## config.mk

```make
export PLATFORM = sky130hd
export DESIGN_NAME = fp_max_reduce
export DESIGN_NICKNAME = d
export VERILOG_FILES = /design/src/rtl/pnm_fp_pkg.sv /design/src/rtl/fp_gt.sv /design/src/rtl/fp_max_reduce.sv
export SDC_FILE = /design/constraint.sdc
export NUM_CORES = 1
export LEC_CHECK = 0
export ABC_AREA = 1
export CAP_MARGIN = 10
export CORE_ASPECT_RATIO = 1.25
export CORE_MARGIN = 1
export CORE_UTILIZATION = 60
export CTS_BUF_LIST = sky130_fd_sc_hd__clkbuf_2
export DETAILED_ROUTE_END_ITERATION = 12
export DONT_BUFFER_PORTS = 1
export GPL_TIMING_DRIVEN = 0
export PLACE_DENSITY_LB_ADDON = 0.12
export SLEW_MARGIN = 20
export SYNTH_ARGS = -nofsm -noshare
export SYNTH_HDL_FRONTEND = slang
export SYNTH_HIERARCHICAL = 1
export SYNTH_SLANG_ARGS = --single-unit
```

## constraint.sdc

```tcl
create_clock -name clk -period 2.4 [get_ports clk]
set_input_delay 0.48 -clock clk [delete_from_list [all_inputs] [get_ports clk]]
set_output_delay 0.48 -clock clk [all_outputs]
set_load 0.005 [all_outputs]
```

## src/rtl/pnm_fp_pkg.sv

```systemverilog
// Shared constants and types for the PNM fp32 reduction datapath.
package pnm_fp_pkg;

    localparam int          FP_W       = 32;
    localparam logic [31:0] FP_NEG_INF = 32'hFF80_0000;

    typedef enum logic [1:0] {
        IDLE = 2'd0,
        RUN  = 2'd1,
        DONE = 2'd2
    } fmr_state_t;

endpackage

```

## src/rtl/fp_gt.sv

```systemverilog
// fp32 strict greater-than on the raw sign-magnitude encoding.
// No NaN special-casing: +NaN sits above +inf, -NaN below -inf, and +0 above -0.
module fp_gt
    import pnm_fp_pkg::*;
(
    input  logic [FP_W-1:0] a,
    input  logic [FP_W-1:0] b,
    output logic            gt
);

    always_comb begin
        gt = 1'b0;
        if (a[FP_W-1] != b[FP_W-1]) begin
            gt = b[FP_W-1];
        end else if (!a[FP_W-1]) begin
            gt = (a[FP_W-2:0] > b[FP_W-2:0]);
        end else begin
            // Both negative: the larger magnitude is the smaller value.
            gt = (a[FP_W-2:0] < b[FP_W-2:0]);
        end
    end

endmodule

```

## src/rtl/fp_max_reduce.sv

```systemverilog
// Streaming max/argmax over a valid/ready stream of fp32 values, one job at a time,
// sharing a single combinational fp_gt between the incoming element and the running max.
module fp_max_reduce
    import pnm_fp_pkg::*;
#(
    parameter int IDX_W = 16
) (
    input  logic             clk,
    input  logic             rst_n,
    input  logic             start,
    input  logic [IDX_W-1:0] len,
    output logic             busy,
    input  logic             in_valid,
    output logic             in_ready,
    input  logic [FP_W-1:0]  in_data,
    output logic             out_valid,
    input  logic             out_ready,
    output logic [FP_W-1:0]  out_max,
    output logic [IDX_W-1:0] out_idx,
    output logic             out_empty
);

    fmr_state_t       state_q;
    logic [IDX_W-1:0] cnt_q;
    logic [IDX_W-1:0] len_q;
    logic [FP_W-1:0]  max_q;
    logic [IDX_W-1:0] idx_q;
    logic             empty_q;
    logic             busy_q;
    logic             in_ready_q;
    logic             out_valid_q;

    logic             in_gt;
    logic             in_hs;
    logic             last_hs;
    logic             take_d;

    fp_gt u_fp_gt (
        .a  (in_data),
        .b  (max_q),
        .gt (in_gt)
    );

    assign in_hs   = in_valid && in_ready_q;
    assign last_hs = in_hs && (cnt_q == IDX_W'(len_q - 1'b1));
    // Element 0 seeds the running max regardless of its value.
    assign take_d  = (cnt_q == '0) || in_gt;

    always_ff @(posedge clk) begin
        if (!rst_n) begin
            state_q     <= IDLE;
            cnt_q       <= '0;
            len_q       <= '0;
            max_q       <= '0;
            idx_q       <= '0;
            empty_q     <= 1'b0;
            busy_q      <= 1'b0;
            in_ready_q  <= 1'b0;
            out_valid_q <= 1'b0;
        end else begin
            case (state_q)
                IDLE: begin
                    if (start) begin
                        busy_q <= 1'b1;
                        if (len != '0) begin
                            len_q      <= len;
                            cnt_q      <= '0;
                            in_ready_q <= 1'b1;
                            state_q    <= RUN;
                        end else begin
                            max_q       <= FP_NEG_INF;
                            idx_q       <= '0;
                            empty_q     <= 1'b1;
                            out_valid_q <= 1'b1;
                            state_q     <= DONE;
                        end
                    end
                end
                RUN: begin
                    if (in_hs) begin
                        if (take_d) begin
                            max_q <= in_data;
                            idx_q <= cnt_q;
                        end
                        cnt_q <= cnt_q + 1'b1;
                        if (last_hs) begin
                            in_ready_q  <= 1'b0;
                            out_valid_q <= 1'b1;
                            state_q     <= DONE;
                        end
                    end
                end
                DONE: begin
                    if (out_ready) begin
                        busy_q      <= 1'b0;
                        out_valid_q <= 1'b0;
                        empty_q     <= 1'b0;
                        state_q     <= IDLE;
                    end
                end
                default: begin
                    state_q <= IDLE;
                end
            endcase
        end
    end

    assign busy      = busy_q;
    assign in_ready  = in_ready_q;
    assign out_valid = out_valid_q;
    assign out_max   = max_q;
    assign out_idx   = idx_q;
    assign out_empty = empty_q;

endmodule

```

==> results of run 1 <==
flip-flops by register name, indices dropped and copies added, names as in the netlist:
register	flops
out_max	32
cnt_q	16
len_q	16
out_idx	16
state_q	2
busy	1
in_ready	1
out_empty	1
out_valid	1
layer usage:
metal / GRT usage, % / up-vias / routed length, um
li1: - / 2629 / -
met1: 33.3 / 2582 / 6480
met2: 62.9 / 299 / 9010
met3: 6.60 / 109 / 1340
met4: 16.3 / 2 / 1050
met5: 0 / - / 28
critical path: cells and delay by family (launching register included):
kind	cells	cell delay, ps
flops	1	420
buf+inv	4	440
simple gates	10	990
fa+ha+maj	1	300
compound gates	3	750
synthesized netlist by cell type:
| cell | count | area [um2] |
|---|---|---|
| a21oi_1 | 93 | 465 |
| nor2_4 | 2 | 22.5 |
| nand2_2 | 3 | 18.8 |
| a21o_1 | 2 | 15.0 |
| dfxtp_1 | 86 | 1720 |
| a211oi_1 | 3 | 22.5 |
| o21ai_1 | 1 | 5.00 |
| nand3_1 | 29 | 145 |
| clkbuf_1 | 8 | 30.0 |
| inv_1 | 99 | 372 |
| and2_1 | 1 | 6.26 |
| nor2_2 | 6 | 37.5 |
| buf_4 | 1 | 7.51 |
| xnor2_1 | 7 | 61.3 |
| nand2_4 | 1 | 11.3 |
| nand3b_1 | 42 | 315 |
| nand2_1 | 196 | 736 |
| nor3_1 | 9 | 45.0 |
| and2_0 | 1 | 6.26 |
| xor2_1 | 9 | 78.8 |
| nor3_2 | 1 | 10.0 |
| o21bai_1 | 9 | 67.6 |
| buf_2 | 15 | 75.1 |
| o21ai_0 | 20 | 100 |
| or2_2 | 1 | 6.26 |
| nand4_1 | 10 | 62.6 |
| buf_6 | 8 | 90.1 |
| a31oi_1 | 2 | 12.5 |
| inv_4 | 1 | 6.26 |
| nor2_1 | 49 | 184 |
| o21a_1 | 1 | 7.51 |
| nand3_4 | 1 | 17.5 |
| nor4_2 | 1 | 12.5 |
| clkinv_1 | 4 | 15.0 |
| clkbuf_2 | 2 | 10.0 |
| o21a_2 | 1 | 8.76 |
| ha_1 | 37 | 463 |
| inv_2 | 5 | 18.8 |
| or2_0 | 1 | 6.26 |
| nor4_1 | 11 | 68.8 |
cell type report:
class | count | area [um2]
inverter | 109 | 412
fill | 614 | 2190
sequential | 86 | 1760
clock buffer | 10 | 50.0
buffer | 34 | 251
clock inverter | 6 | 61.3
timing repair buffer | 37 | 482
multi-input combinational | 550 | 3340
tap | 120 | 150
worst paths after layout:
path / from / to / slack [ps]
worst min register to register: len_q[15]$_SDFFE_PN0P_ / len_q[15]$_SDFFE_PN0P_ / 490
worst max-delay path: out_max[14]$_SDFFE_PN0P_ / out_max[6]$_SDFFE_PN0P_ / -600
worst min-delay path: in_data[13] / out_max[13]$_SDFFE_PN0P_ / -0.5
worst max register to register: out_max[14]$_SDFFE_PN0P_ / out_max[6]$_SDFFE_PN0P_ / -600
layout by cell type (no fill, tap or decap), drive strengths merged:
cell and instances:
a21o 2, o21bai 9, a211oi 3, nand4 10
and2 2, clkbuf 23, inv 106, a21oi 93
bufinv 1, buf 38, ha 37, nor3 10
nand3 30, a31oi 2, o21a 2, o21ai 21
or2 2, nor2 57, dlygate4sd3 20, xnor2 7
nor4 12, nand3b 42, clkinv 8, xor2 9
nand2 200, dfxtp 86
report_power, final:
group	total (mW)	switching (mW)	internal [mW]
Sequential	1.97	0.272	1.69
Combinational	3.76	2.08	1.69
Clock	0.801	0.557	0.244
logic make-up (layout without fill, tap and decap cells):
kind of cell    Yosys count  in the layout
fa+ha+maj                37             37
compound gates          132            132
flops                    86             86
xor+xnor                 16             16
simple gates            365            365
buf+inv                 143            196
repair_timing:
item,in CTS,in global routing
pin swaps,16,23
endpoints found under the setup margin,48,48
hold buffers,19,1
cloned,3,3
resized for setup,59,47
setup buffers,9,3
hold endpoints to repair,20,1
==> summary.txt, run 1 <==
Critical path
  • Crit path launch type: flip-flop
  • Crit path cell chain: inv_1 -> ha_1 -> a21oi_1 -> nand2_1 -> a21oi_2 -> nand2_1 -> nand2_2 -> nand2_2 -> nand2_1 -> nand2_2 -> inv_2 -> nor2_1 -> nand2_1 -> nand3_4 -> clkbuf_16 -> buf_8 -> nand3b_1 -> a21oi_1
  • Crit-path max FO: 10
  • Critical Path End Type: flip-flop
  • Slowest CP cell: dfxtp_2
  • Setup Crit Path Kind: flip-flop to flip-flop
  • Max stage delay on crit path: around 420 ps
  • Worst path required time: between 2000 and 3000 ps
  • Critical Path AT: between 3000 and 4000 ps
  • Cell count of the worst reg-to-reg path: 18
  • Most used cell, CP: nand2_1

Synthesis
  • Post-synthesis register bit count: 86
  • Cell area after synthesis: 5370 um2
  • Syn Inst Count: between 700 and 800
  • Synth Area in Compound Gates: around an eighth
  • Netlist cell types: 40
  • Post-synthesis simple-gate area fraction: a little under a third
  • Post-synthesis mux area share: 0%
  • Xor and xnor area share after synthesis: around 2.6%
  • Largest family of logic cells by synthesized area: simple AND/OR/NAND/NOR gates
  • Mapped Nets: just under 900
  • Post-Synth Adder-Cell Area: under 10%
  • Yosys warns: 6
  • Synth Area per Inst: around 6.9 um2
  • Seq/Total Area, Yosys: about 32%

GRT
  • First-pass GRT wire length: approximately 24000 um
  • GRT Overall Usage: approximately a third
  • Number of global-route vias before repair: between 5k and 6k
  • Initial antenna violation count: 1
  • Global route total overflow: 0
  • Largest net degree at the start of global routing: 15

Placement
  • PortBufs: 0
  • Placer Congestion: slightly below 0.9
  • Dpl hpwl: 10700 um
  • Placed Instances: around 900
  • Area post-placement: 5520 um2
  • DP Worst Slack: -281 ps

Timing
  • Hold WS: -0.545 ps
  • Final hold vios: 1
  • Final Cycle Share: 125%
  • Setup violations, final: 48
  • Tmin final: 3000 ps
  • Clock Skew: around 51 ps
  • Max Slew Vio Count: 0
  • Rel. slew slack: between 50% and 60%
  • Setup ws final: -604 ps
  • FMAX: between 300 and 400 MHz
  • RSZ-0062 raised after global routing: true
  • Slew @ Worst Pin: between 600 and 700 ps
  • Post-route setup TNS: -12380 ps

Route
  • Post-route ant nets: 0
  • Via Count: 5621
  • Routed wire length: between 15000 and 20000 um
  • Iter 0 DRT Violations: approximately 330
  • DRC errors left: 0
  • Pre-Repair DR Iteration Count: 9
  • Via-to-Cell Ratio: 5.90
  • WL/cell: roughly 19 um

Floorplan
  • Die height: approximately 110 um
  • Die extent in x: just under 90 um
  • # IOs: 105
  • Core area: around 8700 um2
  • FP Rows: 38
  • Die area: ~9300 um2
  • Initial Utilization: around three fifths

Final layout
  • Ant. Diodes: 0
  • Post-route cell area: ~6500 um2
  • Layout cell share with drive strength beyond 1: 19.5%
  • Synthesis-to-finish area growth: 21.4%
  • Fin nets: 917
  • Fin cells: approximately 950
  • Post-layout util: between 70 and 80%

Clocking
  • Max Root-Sink Buffers: 2
  • CTS H-tree lvls: 3
  • Num CTS Buffers: 9
  • Clock Latency Late Sink: 610 ps
  • TritonCTS clock tree: done
  • Clock transition at the registers of the reported paths: 270 ps
  • Root buf cell: clkbuf_2
  • CTS sink cnt: 86

Outcome
  • Failing checks: negative hold slack, negative setup slack
  • Status: finished, violations left

Worst hold path
  • Hold path depth: 2
  • Worst Hold Class: input pin to flip-flop

Pwr
  • Pwr Density: around 1000 nW/um2
  • P_leak: around 2.6 nW
  • Design Power: between 6 and 7 mW
  • Peak supply drop: 0.547 mV

Job
  • MaxCap Viol Count: 0
Power figures use the tool's default switching activity.
==> run 2: changes to the inputs <==
Settings changed: CAP_MARGIN 10 to 25.
==> results of run 2 <==
No change in the layout: final DEF, timing and power equal those of run 1.
